==> src/rtl/divider_pkg.sv <==
// Shared state encoding and sizing helper for the sequential signed divider.
package divider_pkg;

   typedef enum logic [1:0] {
      IDLE = 2'd0,
      CALC = 2'd1,
      SIGN = 2'd2
   } state_t;

   // Bits needed to count 0..value-1, never less than one.
   function automatic int clog2(input int value);
      int w;
      w = 0;
      for (int v = value - 1; v > 0; v = v >> 1) w++;
      return (w < 1) ? 1 : w;
   endfunction

endpackage

==> src/rtl/div_abs.sv <==
// Combinational two's-complement magnitude. The result is unsigned, so the most
// negative input maps to 2^(WIDTH-1) without overflowing.
module div_abs #(
   parameter int WIDTH = 8
) (
   input  logic [WIDTH-1:0] value,
   output logic [WIDTH-1:0] mag
);

   assign mag = value[WIDTH-1] ? (~value + WIDTH'(1)) : value;

endmodule

==> src/rtl/signed_divider.sv <==
// Sequential signed divider: restoring division on magnitudes, one quotient bit per cycle,
// truncate-toward-zero sign fix-up. Define SIGNED_DIVIDER_DZ_EN to expose the dz flag.
module signed_divider
   import divider_pkg::*;
#(
   parameter int WIDTH_N = 18,
   parameter int WIDTH_D = 8
) (
   input  logic               clk,
   input  logic               rst_n,
   input  logic               start,
   input  logic [WIDTH_N-1:0] n,
   input  logic [WIDTH_D-1:0] d,
   output logic               ready,
   output logic               done,
   output logic [WIDTH_N-1:0] q,
`ifdef SIGNED_DIVIDER_DZ_EN
   output logic [WIDTH_D-1:0] r,
   output logic               dz
`else
   output logic [WIDTH_D-1:0] r
`endif
);

   localparam int CNT_W = clog2(WIDTH_N);

   state_t             state;
   logic [WIDTH_N-1:0] n_mag;
   logic [WIDTH_D-1:0] d_mag;
   logic [WIDTH_N-1:0] shreg;
   logic [WIDTH_D-1:0] dmag;
   logic [WIDTH_D:0]   rem;
   logic [CNT_W-1:0]   cnt;
   logic               sign_q;
   logic               sign_r;
   logic               d_zero;
   logic [WIDTH_D+1:0] rem_shift;
   logic [WIDTH_D+1:0] trial;
   logic               fits;

   div_abs #(.WIDTH(WIDTH_N)) u_abs_n (.value(n), .mag(n_mag));
   div_abs #(.WIDTH(WIDTH_D)) u_abs_d (.value(d), .mag(d_mag));

   // The partial remainder stays below |d|, so a borrow out of the trial subtraction means "restore".
   always_comb begin
      rem_shift = {rem, shreg[WIDTH_N-1]};
      trial     = rem_shift - {2'b00, dmag};
      fits      = ~trial[WIDTH_D+1];
   end

   // shreg starts as |n| and fills with quotient bits from the right as dividend bits leave on the left.
   always_ff @(posedge clk or negedge rst_n) begin
      if (!rst_n) begin
         state  <= IDLE;
         ready  <= 1'b1;
         done   <= 1'b0;
         q      <= '0;
         r      <= '0;
         shreg  <= '0;
         dmag   <= '0;
         rem    <= '0;
         cnt    <= '0;
         sign_q <= 1'b0;
         sign_r <= 1'b0;
         d_zero <= 1'b0;
`ifdef SIGNED_DIVIDER_DZ_EN
         dz     <= 1'b0;
`endif
      end else begin
         done <= 1'b0;
         case (state)
            IDLE: begin
               if (start) begin
                  shreg  <= n_mag;
                  dmag   <= d_mag;
                  sign_q <= n[WIDTH_N-1] ^ d[WIDTH_D-1];
                  sign_r <= n[WIDTH_N-1];
                  d_zero <= (d == '0);
                  rem    <= '0;
                  cnt    <= '0;
                  ready  <= 1'b0;
                  state  <= CALC;
               end
            end
            CALC: begin
               rem   <= fits ? trial[WIDTH_D:0] : rem_shift[WIDTH_D:0];
               shreg <= {shreg[WIDTH_N-2:0], fits};
               cnt   <= cnt + CNT_W'(1);
               if (cnt == CNT_W'(WIDTH_N - 1)) state <= SIGN;
            end
            SIGN: begin
               // A zero divisor yields the fixed -1 / 0 result whatever the shifts produced.
               if (d_zero) begin
                  q <= '1;
                  r <= '0;
               end else begin
                  q <= sign_q ? -shreg : shreg;
                  r <= sign_r ? -rem[WIDTH_D-1:0] : rem[WIDTH_D-1:0];
               end
`ifdef SIGNED_DIVIDER_DZ_EN
               dz    <= d_zero;
`endif
               done  <= 1'b1;
               ready <= 1'b1;
               state <= IDLE;
            end
            default: begin
               ready <= 1'b1;
               state <= IDLE;
            end
         endcase
      end
   end

endmodule
==> config.mk <==
export PLATFORM = sky130hd
export DESIGN_NAME = signed_divider
export DESIGN_NICKNAME = d
export VERILOG_FILES = /design/src/rtl/divider_pkg.sv /design/src/rtl/div_abs.sv /design/src/rtl/signed_divider.sv
export SDC_FILE = /design/constraint.sdc
export NUM_CORES = 1
export LEC_CHECK = 0
export CORE_MARGIN = 5
export CORE_UTILIZATION = 40
export DETAILED_ROUTE_END_ITERATION = 16
export GPL_TIMING_DRIVEN = 0
export PLACE_DENSITY = 0.72
export SETUP_SLACK_MARGIN = 0.5
export SLEW_MARGIN = 0
export SYNTH_ARGS = -nofsm -noshare
export SYNTH_HDL_FRONTEND = slang
export SYNTH_HIERARCHICAL = 1
export SYNTH_SLANG_ARGS = --single-unit
==> constraint.sdc <==
create_clock -name clk -period 4.7 [get_ports clk]
set_input_delay 0.705 -clock clk [delete_from_list [all_inputs] [get_ports clk]]
set_output_delay 0.705 -clock clk [all_outputs]
set_load 0.005 [all_outputs]
* Word-level counts from Yosys, hierarchy flattened
Cells that the tools add are included.
** Word-level totals
- Register bits after elaboration :: 73
- Input port bits :: 29
- Output and inout port bits :: 28
- Logic and storage cells :: 54
** Cells by class
- Add/sub/neg operators :: 6
- Equality and inequality tests :: 5
- Muxes and demuxes :: 19
- Bitwise logic cells :: 5
- Reduce and logical (&&, ||, !) cells :: 7
** Operators with widths (number)
- 18-bit 2-to-1 mux :: 4
- 18-bit one-hot mux with 2 select lines :: 1
- 8-bit 2-to-1 mux :: 3
- 18-bit by 1-bit adder with 18-bit output, second input constant :: 1
- 9-bit 2-to-1 mux :: 2
- 18-bit negator :: 1
- 18-bit inverter :: 1
- 9-bit one-hot mux with 2 select lines :: 1
- 5-bit one-hot mux with 2 select lines :: 1
- 10-bit by 8-bit subtractor with 10-bit output :: 1
- 8-bit by 1-bit adder with 8-bit output, second input constant :: 1
- 8-bit zero test :: 1
- 8-bit negator :: 1
- 8-bit inverter :: 1
- 2-bit AND reduction :: 4
- 5-bit by 1-bit adder with 5-bit output, second input constant :: 1
- 5-bit equality test, second input constant :: 1
- 5-bit 2-to-1 mux :: 1
- 2-bit 2-to-1 mux :: 2
- 2-bit != test, second input constant :: 2
- 2-bit one-hot mux with 2 select lines :: 1
- 2-bit by 1-bit equality test with 1-bit output, second input constant :: 1
- 2-bit equality test, second input constant :: 1
- 2-bit zero test :: 1
- 5 further kinds :: 7

* Logic depth before layout (Yosys ltp)
Gate-level depths: netlist of run 1.
- Depth in word-level cells :: 5
- Depth in mapped cells :: 10
- Mapped depth without buffers :: 10

* By module
Netlist of run 1, hierarchy kept.
** Modules (own cells, without submodules)
- signed_divider :: times used 1, cells an instance 422, area an instance 3885.0 sq um, seq. area each 1828.0 sq um
- div_abs at u_abs_n :: times used 1, cells an instance 54, area an instance 394.1 sq um, seq. area each 0.0 sq um
- div_abs at u_abs_d :: times used 1, cells an instance 21, area an instance 146.4 sq um, seq. area each 0.0 sq um

* Worst setup path after synthesis of run 1
No wires, ideal clock.
- Kind :: reg2reg
- Start :: register rem[2]
- End :: register rem[4]
- Arrival :: 2.056 ns
- Slack :: 2.518 ns
- Cell stages (with the launch flop) :: 9
- Path buffers :: 1
- Cells stage by stage :: dfrtp_1 -> ha_1 -> and3_1 -> a21oi_2 -> a31oi_1 -> or3_1 -> and2_1 -> buf_6 -> a221o_1
** On the way
- Cells in the longest elaborated chain, start to end :: 3
** Ends and longest elaborated chain
- start, declared :: line signed_divider.sv:32 : logic [WIDTH_D:0] rem;
- start signal, assigned :: line signed_divider.sv:86 : rem <= fits ? trial[WIDTH_D:0] : rem_shift[WIDTH_D:0];
- 10-bit by 8-bit subtractor with 10-bit output :: line signed_divider.sv:47 : trial = rem_shift - {2'b00, dmag};
- 9-bit 2-to-1 mux :: line signed_divider.sv:86
- 9-bit one-hot mux with 2 select lines :: line signed_divider.sv:71 : case (state)
No other way between the ends.
A chain may end at the register's enable or synchronous reset.

* Worst setup path in the final report of run 1
- Start :: input n[0]
- End :: register shreg[16]
** On the way
- Cells in the longest elaborated chain, start to end :: 5
** Ends and longest elaborated chain
- start, declared :: line signed_divider.sv:12 : input logic [WIDTH_N-1:0] n,
- 18-bit inverter :: line div_abs.sv:10 : assign mag = value[WIDTH-1] ? (~value + WIDTH'(1)) : value;
- 18-bit by 1-bit adder with 18-bit output :: line div_abs.sv:10
- 18-bit 2-to-1 mux :: line div_abs.sv:10
- net n_mag[16] :: line signed_divider.sv:28 : logic [WIDTH_N-1:0] n_mag;
- 18-bit 2-to-1 mux :: line signed_divider.sv:73 : if (start) begin
- 18-bit one-hot mux with 2 select lines :: line signed_divider.sv:71
- end signal, assigned :: line signed_divider.sv:74 : shreg <= n_mag;
- end signal, assigned :: line signed_divider.sv:87 : shreg <= {shreg[WIDTH_N-2:0], fits};
- end, declared :: line signed_divider.sv:30 : logic [WIDTH_N-1:0] shreg;
The timed path passes the listed nets, and every way through them passes these cells. The select of a mux whose other input is x is not followed.

==> out/qor.csv, run 1 <==
metric;value;unit
dp_cells;694;
min_path_type;in -> async;
slew_violations;0;
netlist_area;4430;um2
die_w;115;um
boundaryPins;57;
synth_top_family_by_area;compound AO/OA/AOI/OAI gates;
worst_pin_slew;0.631;ns
fillers;1040;
nets;609;
power_density;629;nW/um2
synth_edf_count;0;
crit_end;shreg[16];
critPathLaunchType;primary input;
yosys.area.top_type;dfrtp_1;
vias;3962;
grtUsageTotal;0.175;
fin_setup_tns;0;ns
cp-startpoint;n[0];
reg2reg_slack;2.25;ns
gr-total-overflow;0;
grt_pass1_wl;18600;um
path_class;in -> reg;
ys.flop_type;dfrtp_1;
synth_xor_area_frac;0.0930;
yosys_warnings;6;
cts_max_level;3;
cp.depth;9;
synth.distinct_cells;55;
initialDrtViolationCount;319;
synth_common_cells;72 x dfrtp_1, 58 x nand2_1, 38 x o21ai_0;
synth-async-reset-ratio;1.00;
gp_congestion;0.928;
fp.dieH;115;um
crit_family;compound AO/OA/AOI/OAI gates;
area_growth;21.6;%
rsz0062_at_grt;no;
cts_tree;yes;
slowest_stage;clkdlybuf4s50_1;
cts_setup_buffers;0;
ys_seq_area_frac;0.413;
synth_seq_cells;73;
holdWs;0.344;ns
wl_per_cell;15.1;um
synth-compound-area-share;0.235;
crit_chain;clkdlybuf4s50_1, inv_1, ha_1, nor3b_1, nand4_1, o41ai_2, xnor2_1, o22ai_1, a21oi_1;
period_minus_slack;2.49;ns
cts_made_buffers;9;
final_cells;710;
max_freq;402;MHz
finalSetupViolations;0;
yosys.cell_count.top_type;dfrtp_1;
vias_per_cell;5.58;
core.rowCount;38;
clkLatencyLatePin;0.35;ns
hold_violations;0;
clock-skew-final;0.00558;ns
drc_errors;0;
max-cap-violations;0;
synth-simple-area-share;0.163;
worstPathRequired;4.98;ns
cts_buffer_depth;2;
cts_resized;0;
synth_top_area_frac;0.407;
status;finished, final reports clean;
finalCritPeriodShare;0.529;
initial_core_util;0.408;
routed_wl;10700;um
core_area;10800;um2
antenna_found_initial;0;
syn-num-nets;541;
first_pass_iters;5;
cp_num_buf_inv;2;
syn_avg_cell_area;8.90;um2
leakage;2.06;nW
root_buffer;clkbuf_8;
crit_arrival;2.76;ns
die_area;13300;um2
seq_area;1830;um2
maxSlewHeadroom;0.578;
port_buffers;56;
ant_nets;0;
reg2reg_depth;10;
antennaDiodeCount;0;
detailed_place_hpwl;8260;um
synth_fa_ha_area_frac;0.0441;
grt_pass1_vias;3964;
drive_gt1_frac;0.0579;
totalPowerFinal;3.38;mW
synthCells;497;
r2r_end;rem[6];
path_clk_slew;0.08;ns
synth_mux_area_frac;0.00226;
multiInputGateArea;2370;um2
synth.area.top_cells;dfrtp_1 41%, xnor2_1 6.3%, nand2_1 4.9%;
cts_sinks;73;
irDropWorstVdd;0.242;mV
max_stage_delay;0.48;ns
grt_max_degree;74;
cp_max_fo;4;
worstSetupEndpointType;flip-flop;
ctsHoldBuffers;0;
r2r_start;shreg[17];
where the power goes:
part	switching, mW	internal (mW)	leakage [nW]
Sequential	0.235	0.874	0.824
Clock	0.233	0.258	0.0953
Combinational	0.971	0.813	1.15
Total	1.44	1.95	2.06
sequential cells by signal (all words and copies together) (netlist names):
register	count
cnt	5
d_zero	1
dmag	8
done	1
q	18
r	8
ready	1
rem	9
shreg	18
sign_q	1
sign_r	1
state	2
area by class of cell:
cell class / count / share of cell area
multi-input cells: 369 / 0.441
flip-flops and latches: 73 / 0.340
repair buffers: 57 / 0.109
well taps: 140 / 0.0325
clock buffers: 11 / 0.0263
plain buffers: 31 / 0.0246
inverters: 24 / 0.0167
clock inverters: 5 / 0.0102
placed cells by master, fill, tap and decap left out, types with 10 or more instances in the layout:
cell type,instances
a21oi_1,29
clkbuf_1,25
clkbuf_8,10
clkdlybuf4s50_1,55
dfrtp_1,72
ha_1,14
inv_1,22
nand2_1,58
nand3_1,12
nor2_1,30
o21ai_0,38
o22ai_1,34
o31ai_1,11
xnor2_1,32
xor2_1,15
kinds of logic after synthesis:
group / Yosys count
adder cells (fa/ha/maj): 15
AO/OA/AOI/OAI: 160
buffers and inverters: 55
multiplexers: 1
AND/OR/NAND/NOR: 146
XOR/XNOR: 47
flip-flops: 73
worst min path at each step:
stage / from / end / slack [ns] / cells past startpoint
final: rst_n / cnt[2] / 0.34 / 2
after global routing: rst_n / cnt[2] / 0.37 / 2
after CTS: rst_n / r[0] / 0.36 / 2
after detailed placement: q[10] / q[10] / 0.46 / 2
after global placement: q[11] / q[11] / 0.46 / 2
after floorplan: rst_n / cnt[0] / 0.41 / 0
stage by stage:
| stage | util | worst slack, ns | cell area (um2) |
|---|---|---|---|
| after floorplan | - | 2.52 | 4430 |
| after global placement | 0.476 | 0.456 | 5160 |
| after detailed placement | 0.478 | 1.85 | 5190 |
| after CTS | 0.497 | 2.23 | 5380 |
| after global routing | 0.497 | 2.03 | 5380 |
| final | 0.497 | 2.21 | 5380 |
routing by layer:
layer / vias to the layer above / share of wire / GRT usage
li1: 1944 / - / -
met1: 1858 / 0.45 / 0.233
met2: 140 / 0.47 / 0.280
met3: 20 / 0.060 / 0.0332
met4: 0 / 0.022 / 0.0743
met5: - / 0 / 0
No activity file was read; power rests on OpenSTA's default activity.
==> run 2, diff against run 1 <==
==> constraint.sdc (replaced) <==
create_clock -name clk -period 2.6 [get_ports clk]
set_input_delay 0.39 -clock clk [delete_from_list [all_inputs] [get_ports clk]]
set_output_delay 0.39 -clock clk [all_outputs]
set_load 0.005 [all_outputs]
==> run 2 against run 1 <==
- first-iteration DRC count grew 1.9%
- critical endpoint is now rem[3]
- sequential cell count did not move
- clock skew increased by 0.0046 ns
- hold slack worse by 0.16 ns
==> out/qor.csv, run 2 (synthesis gave the netlist of run 1 again) <==
metric;value;unit;change
drc_errors;0;;unchanged
finalSetupViolations;0;;unchanged
worstPathRequired;2.83;ns;-2.15 ns
boundaryPins;57;;unchanged
dp_slack;0.111;ns;-1.74 ns
finalWorstSetupSlack;0.437;ns;-1.78 ns
detailed_place_hpwl;8220;um;-0.44%
routed_wl;11200;um;+4.4%
core.rowCount;38;;unchanged
initial_core_util;0.408;;unchanged
antennaDiodeCount;0;;unchanged
initialDrtViolationCount;325;;+1.9%
holdWs;0.180;ns;-0.164 ns
fp.dieH;115;um;unchanged
area_growth;26.3;%;
cts_sinks;73;;unchanged
first_pass_iters;5;;unchanged
path_clk_slew;0.07;ns;about the same
grtUsageTotal;0.178;;+0.00334
worstSetupEndpointType;flip-flop;;
worst_pin_slew;0.911;ns;+0.280 ns
met3_usage;0.0316;;-0.00158
grt_max_degree;74;;unchanged
rsz0062_at_grt;yes;;
vias;3988;;+0.66%
grt-busiest-layer;met2;;
status;finished, final reports clean;;
totalPowerFinal;6.61;mW;+95%
cts_buffer_depth;2;;unchanged
max_freq;462;MHz;
final_common_cell;dfrtp_1;;
use_met2;0.288;;+0.00849
period_minus_slack;2.16;ns;
critPathLaunchType;flip-flop;;
cp-startpoint;dmag[1];;
grt_pass1_vias;3886;;-2.0%
core_area;10800;um2;unchanged
root_buffer;clkbuf_8;;
reg_top3;q x18, shreg x18, rem x9;;
gr-total-overflow;0;;unchanged
cts_made_buffers;9;;unchanged
clkLatencyLatePin;0.35;ns;about the same
antenna_found_initial;0;;unchanged
layout_common_cells;68 x dfrtp_1, 57 x nand2_1, 53 x clkdlybuf4s50_1;;
min_path_type;in -> async;;
cts_max_level;3;;unchanged
drive_gt1_frac;0.122;;+0.0641
cp_max_fo;7;;+3
nets;621;;+2.0%
hold_violations;0;;unchanged
die_area;13300;um2;unchanged
ctsHoldBuffers;0;;unchanged
power_density;1180;nW/um2;+88%
vias_per_cell;5.52;;-1.0%
grt_pass1_wl;18900;um;+1.6%
wl_per_cell;15.5;um;+2.7%
fillers;1013;;-2.6%
grt_util_met1;0.237;;+0.00454
finalCritPeriodShare;0.832;;
port_buffers;56;;unchanged
cts_tree;yes;;
reg2reg_depth;9;;-1
clock-skew-final;0.0102;ns;+0.00464 ns
r2r_start;dmag[1];;
leakage;2.14;nW;+3.8%
max-cap-violations;0;;unchanged
path_class;reg -> reg;;
maxSlewHeadroom;0.393;;-0.185
irDropWorstVdd;0.470;mV;+94%
crit_arrival;2.40;ns;-0.36 ns
slew_violations;0;;unchanged
ant_nets;0;;unchanged
die_w;115;um;unchanged
gp_congestion;0.874;;-5.8%
[run 2: cell types whose count changed in the layout (fill, tap and decap cells not counted), sizes merged]
cell | before | now
buf | 9 | 20
clkbuf | 35 | 40
clkdlybuf4s50 | 55 | 53
clkinv | 4 | 2
clkinvlp | 2 | 0
dlymetal6s2s | 0 | 2
[run 2: per-layer routing]
layer / vias to the layer above / share of wire / wire length [um]
met3: 16 / 0.050 / 566
met2: 119 / 0.47 / 5270
met4: 0 / 0.020 / 221
li1: 1972 / - / -
met1: 1881 / 0.46 / 5170
met5: - / 0 / 0
[run 2: area by class of cell]
type / count / area (um2) / area share
plain buffers: 31 / 138 / 0.0246
clock inverters: 1 / 30.0 / 0.00537
flip-flops and latches: 73 / 1830 / 0.328
inverters: 24 / 90.1 / 0.0161
repair buffers: 69 / 661 / 0.118
multi-input cells: 369 / 2520 / 0.450
well taps: 140 / 175 / 0.0313
clock buffers: 15 / 146 / 0.0262
[run 2: path summary, 6_finish.rpt]
| check | endpoint | slack [ns] |
|---|---|---|
| worst max-delay path | rem[3] | 0.44 |
| worst min register to register | q[11] | 0.47 |
| max in group asynchronous | rem[3] | 1.79 |
| worst max register to register | rem[3] | 0.44 |
| worst min-delay path | dmag[1] | 0.18 |
| min in group clk | q[11] | 0.47 |
[run 2: critical path, cell delays in order (launching register included)]
cell       delay (ns)
dfrtp_1          0.38
inv_2            0.09
ha_4             0.20
nor2b_4          0.13
o2111ai_4        0.21
a31oi_2          0.12
or3_1            0.34
and2_4           0.15
buf_6            0.12
a221o_1          0.30
[run 2: repair_timing]
action                     4_1_cts  5_1_grt
buffers inserted                 8        5
resized for setup               22       16
setup endpoints to repair       11       34
pin swaps                       14       14
[run 2: report_power, final]
group          internal [mW]  switching [mW]
sequential              1.59           0.420
combinational           1.81            1.95
clock                  0.447           0.395
total                   3.84            2.76
[run 2: through the flow]
step,area (um2),utilization,setup TNS (ns),cells
6_report,5590,0.516,0,722
5_1_grt,5590,0.516,0,722
4_1_cts,5500,0.508,0,717
3_5_place_dp,5180,0.478,0,693
3_3_place_gp,5190,0.479,-93.31,693
2_1_floorplan,4450,-,0,497
==> run 3, diff against run 2 <==
--- a/config.mk
+++ b/config.mk
@@ -9,7 +9,7 @@
 export CORE_UTILIZATION = 40
 export DETAILED_ROUTE_END_ITERATION = 16
 export GPL_TIMING_DRIVEN = 0
-export PLACE_DENSITY = 0.72
+export PLACE_DENSITY = 0.74
 export SETUP_SLACK_MARGIN = 0.5
 export SLEW_MARGIN = 0
 export SYNTH_ARGS = -nofsm -noshare
==> constraint.sdc (replaced) <==
create_clock -name clk -period 1.9 [get_ports clk]
set_input_delay 0.285 -clock clk [delete_from_list [all_inputs] [get_ports clk]]
set_output_delay 0.285 -clock clk [all_outputs]
set_load 0.005 [all_outputs]
==> run 3 against run 2 <==
- the flow now finishes with violations (negative setup slack)
- wire length rose by 28%
- total power rose by 72%
- design area grew 20%
- sequential power up 44%
- first-iteration DRC count rose by 38%
- global-route usage is 1.2 points higher
- hold slack improved by 0.14 ns
- register-to-register slack got worse by 0.80 ns
- count of clock-buffer cells in the layout down 5
- clock power is 65% higher
- critical path type unchanged
- largest cell class unchanged
- largest power group unchanged
==> out/qor.csv, run 3 (synthesis gave the netlist of run 1 again) <==
metric;value;unit;change
cts_made_buffers;9;;unchanged
gr-total-overflow;0;;unchanged
finalSetupViolations;10;;+10
cts_tree;yes;;
fin_util;0.617;;+0.101
dp_cells;694;;+0.14%
cts_max_level;3;;unchanged
grt_pass1_vias;4190;;+7.8%
die_area;13300;um2;unchanged
path_class;reg -> reg;;
path_clk_slew;0.08;ns;about the same
root_buffer;clkbuf_8;;
rsz0062_at_grt;yes;;
totalPowerFinal;11.4;mW;+72%
violations;negative setup slack;;
first_pass_iters;7;;+2
multiInputGateArea;3010;um2;+19%
fp.dieH;115;um;unchanged
initialDrtViolationCount;447;;+38%
boundaryPins;57;;unchanged
worst_pin_slew;0.446;ns;-0.465 ns
initial_core_util;0.408;;unchanged
port_buffers;56;;unchanged
period_minus_slack;2.26;ns;+0.0992 ns
detailed_place_hpwl;8410;um;+2.3%
drive_gt1_frac;0.372;;+0.250
drc_errors;0;;unchanged
critPathLaunchType;flip-flop;;
r2r_start;dmag[1];;
worstPathRequired;2.14;ns;-0.69 ns
antenna_found_initial;0;;unchanged
die_w;115;um;unchanged
worstSetupEndpointType;flip-flop;;
clock-skew-final;0.00753;ns;-0.00269 ns
hold_violations;0;;unchanged
slew_violations;0;;unchanged
grtUsageTotal;0.190;;+0.0119
cp_max_fo;7;;unchanged
finalWorstSetupSlack;-0.363;ns;-0.799 ns
nets;671;;+8.1%
max-cap-violations;0;;unchanged
status;finished with violations;;
min_path_type;in -> async;;
grt_max_degree;59;;-20%
power_density;1700;nW/um2;+44%
reg2reg_depth;9;;unchanged
reg2reg_slack;-0.36;ns;-0.80 ns
final_common_cell;buf_4;;
area_growth;51.0;%;
max_freq;442;MHz;-4.4%
cts_buffer_depth;2;;unchanged
vias;4621;;+16%
maxSlewHeadroom;0.700;;+0.307
ant_nets;0;;unchanged
antennaDiodeCount;0;;unchanged
crit_arrival;2.50;ns;+0.10 ns
finalCritPeriodShare;1.19;;+0.359
holdWs;0.323;ns;+0.143 ns
wl_per_cell;18.5;um;+19%
r2r_end;rem[0];;
layout_common_cells;58 x buf_4, 57 x dfrtp_1, 45 x nand2_1;;
vias_per_cell;5.99;;+8.4%
core.rowCount;38;;unchanged
clkLatencyLatePin;0.37;ns;+0.02 ns
seq_area;1850;um2;+0.75%
fin_setup_tns;-3.14;ns;-3.14 ns
leakage;2.70;nW;+26%
cts_sinks;73;;unchanged
core_area;10800;um2;unchanged
fillers;798;;-21%
final_cells;772;;+6.9%
gp_congestion;0.866;;-0.94%
routed_wl;14300;um;+28%
irDropWorstVdd;0.798;mV;+70%
reg_top3;q x18, shreg x18, rem x9;;
grt_pass1_wl;20200;um;+6.9%
-- run 3: changes by cell type in the layout (fill, tap and decap cells not counted), sizes merged --
cell / change
buf: +66
clkdlybuf4s50: -44
dlygate4sd2: +31
clkbuf: -11
clkinv: +2
dlymetal6s2s: +2
bufinv: +1
clkinvlp: +1
dlygate4sd3: +1
inv: +1
-- run 3: stage by stage --
step	setup WS [ns]	instance area (um2)
2_1_floorplan	-0.228	4610
3_3_place_gp	-1.94	5340
3_5_place_dp	-0.430	5370
4_1_cts	-0.308	6130
5_1_grt	-0.427	6680
6_report	-0.363	6680
-- run 3: layout make-up --
type | count | area share
clock buffers | 10 | 0.0206
clock inverters | 6 | 0.0135
inverters | 24 | 0.0168
multi-input cells | 369 | 0.450
plain buffers | 31 | 0.0408
repair buffers | 119 | 0.156
flip-flops and latches | 73 | 0.276
well taps | 140 | 0.0262
-- run 3: routing by layer --
metal / GRT usage / up-vias / part of all wire
met5: 0 / - / 0
met4: 0.0900 / 0 / 0.045
met3: 0.0253 / 66 / 0.064
met2: 0.326 / 242 / 0.49
met1: 0.236 / 2237 / 0.40
li1: - / 2076 / -
-- run 3: power by group --
group	switching, mW	internal, mW
logic	3.63	3.47
clock network	0.615	0.779
registers	0.705	2.19
-- run 3: worst max-delay path by stage --
stage          startpoint        end  slack [ns]  cells after the start
6_report          dmag[1]     rem[0]       -0.36                      9
2_1_floorplan      rem[0]     rem[4]       -0.23                      8
3_3_place_gp        rst_n      q[10]       -1.94                      1
4_1_cts           dmag[1]     rem[3]       -0.31                      9
5_1_grt         shreg[17]     rem[8]       -0.43                      9
3_5_place_dp         n[1]  shreg[16]       -0.43                      9
-- run 3: worst max-delay path, stage by stage (launching register included) --
cell       delay [ns]
dfrtp_1          0.38
inv_2            0.11
ha_4             0.21
nor2b_4          0.13
o2111ai_2        0.23
a31oi_2          0.14
or3_4            0.35
and2_4           0.15
buf_6            0.13
o311ai_1         0.31
-- run 3: what timing repair did --
action	CTS	global route
setup buffers	35	26
hold endpoints to repair	15	0
gates resized for setup	162	123
hold buffers	1	0
pin swaps	44	53
endpoints found under the setup margin	96	62
==> RTL change: new RTL, flow settings as in run 3 <==
The parameter `WIDTH_D` goes from 8 to 7.
--- a/src/rtl/signed_divider.sv
+++ b/src/rtl/signed_divider.sv
@@ -5,5 +5,5 @@
 #(
    parameter int WIDTH_N = 18,
-   parameter int WIDTH_D = 8
+   parameter int WIDTH_D = 7
 ) (
    input  logic               clk,
Ports: changed (resized d and r); port bits go from 57 to 55. No check against the original RTL was run, so the function may have changed too.
==> RTL change against run 3 <==
The run still ends with negative setup slack left. Via count decreased by 6.3%. Sequential power grew 2%. Wire length decreased by 3.5%. Area after synthesis fell by 0.48%. Critical path depth fell by 1. Fmax rose by 0.70%. Clock power fell by 12%. Worst hold slack worse by 0.28 ns. Sequential cell count decreased by 3. Total power fell by 4.1%. Sequential share of layout area is 0.64 points higher. Design area is 6.4% lower. Worst setup slack better by 0.016 ns. Largest cell class unchanged. Highest routed layer unchanged.
==> RTL change: results (changes against run 3) <==
crit path max-delay cell type or4_4; syn_area_per_cell 8.95 sq um (+0.53%); Pleak 2.71 nW (+0.40%); number of detailed-route iterations in the first pass 6 (-1); reg2reg path depth 8 (-1); failing checks negative setup slack; Worst Setup SP shreg[0]$_DFFE_PN0P_; synth unique cells 60 (+9.1%); Top delay family on crit path simple AND/OR/NAND/NOR gates; routability congestion estimate 0.899 (+3.8%); CP arrival 2.48 ns (-0.02 ns); gr usage total 19.3% (+0.32 points); largest net degree at the start of global routing 71 (+20%); Max FO, Critical Path 3 (-4); global-route wire length before repair 20.7 mm (+2.1%); Port Buf Inserts 54 (-3.6%); WL final 13.8 mm (-3.5%); Seq/Total Area, Yosys 39.8% (-1.5 points); CP peak stage delay 0.49 ns (+0.11 ns); post-route setup slack -0.347 ns (+0.0157 ns); dpl cells 686 (-1.2%); vias in the first global route 4131 (-1.4%); worst slew pin tran 0.879 ns (+0.434 ns); Post-synth top cells 69 x dfrtp_1, 55 x nand2_1, 42 x o21ai_0; WL/cell 18.4 um (-0.72%); FILL cells 843 (+5.6%); Hold Slack 0.0465 ns (-0.276 ns); worst clock skew 0.00906 ns (+0.00154 ns); status finished, violations left; Skew-Pair Late Insertion Delay 0.36 ns; Regs by FF count q (18), shreg (18), rem (8); Initial DRC Count 492 (+10%); Final #Nets 649 (-3.3%); top cells by area, synth dfrtp_1 39%, xnor2_1 5.8%, o21ai_0 4.8%; dpl hpwl 8.20 mm (-2.5%); syn_nets 534 (-1.3%); share of layout cells above drive strength 1 30.8% (-6.4 points); crit path capture q[16]$_DFFE_PN0P_; Worst IR Drop VDD 0.000670 V (-16%); Sum Neg Setup Slack -3.92 ns (-0.780 ns); final setup violation count 15 (+5); Vias/cell 5.77 (-3.5%)
[RTL change: cell types whose count changed after synthesis, sizes merged, moves of 5 or more]
cell / before / now
a21oi: 30 / 35
a22oi: 0 / 17
nand3: 12 / 7
o21ai: 39 / 47
o22ai: 34 / 1
nor2b: 2 / 22
a31oi: 9 / 1
clkbuf: 24 / 18
nor2: 30 / 37
[RTL change: cell families after synthesis]
logic type	after synthesis	synth area share (%)
AOI/OAI and AO/OA	155	24.0
xor gates and xnor gates	42	8.35
adders and majority gates	14	4.15
buffers and inverters	48	4.37
DFF	70	39.8
muxes	2	0.455
and+or+nand+nor	161	18.8
[RTL change: final cells by class]
type                            count  share of cell area, %
Buffer                             28                   3.44
Clock buffer                       13                   2.54
Clock inverter                      1                  0.480
Inverter                           20                   1.60
Multi-Input combinational cell    374                   46.0
Sequential cell                    70                   28.3
Tap cell                          140                   2.80
Timing Repair Buffer              104                   14.9
[RTL change: repair_timing]
item / 4_1_cts / 5_1_grt
gates resized for setup: 161 / 77
gates cloned: 0 / 0
pin swaps: 41 / 32
setup endpoints to repair: 96 / 59
buffers inserted: 38 / 12
hold buffers: 0 / 0
[RTL change: routing by layer]
metal | vias up | part of all wire, % | global-route usage (%) | routed length [um]
met5 | - | 0 | 0 | 0
met4 | 0 | 4.4 | 8.06 | 608
met3 | 55 | 6.8 | 2.84 | 944
met2 | 212 | 48 | 31.1 | 6570
met1 | 2073 | 41 | 26.1 | 5690
li1 | 1991 | - | - | -
[RTL change: metrics by stage]
stage               setup WS, ns  cell area, sq um
detailed placement        -0.518              5290
CTS                       -0.309              5990
floorplan                 -0.330              4580
global placement           -1.80              5290
finish                    -0.347              6260
global route              -0.403              6260
[RTL change: where the power goes]
group	internal [mW]	switching, mW
clock network	0.665	0.550
logic	3.29	3.45
registers	2.18	0.788
total	6.13	4.79
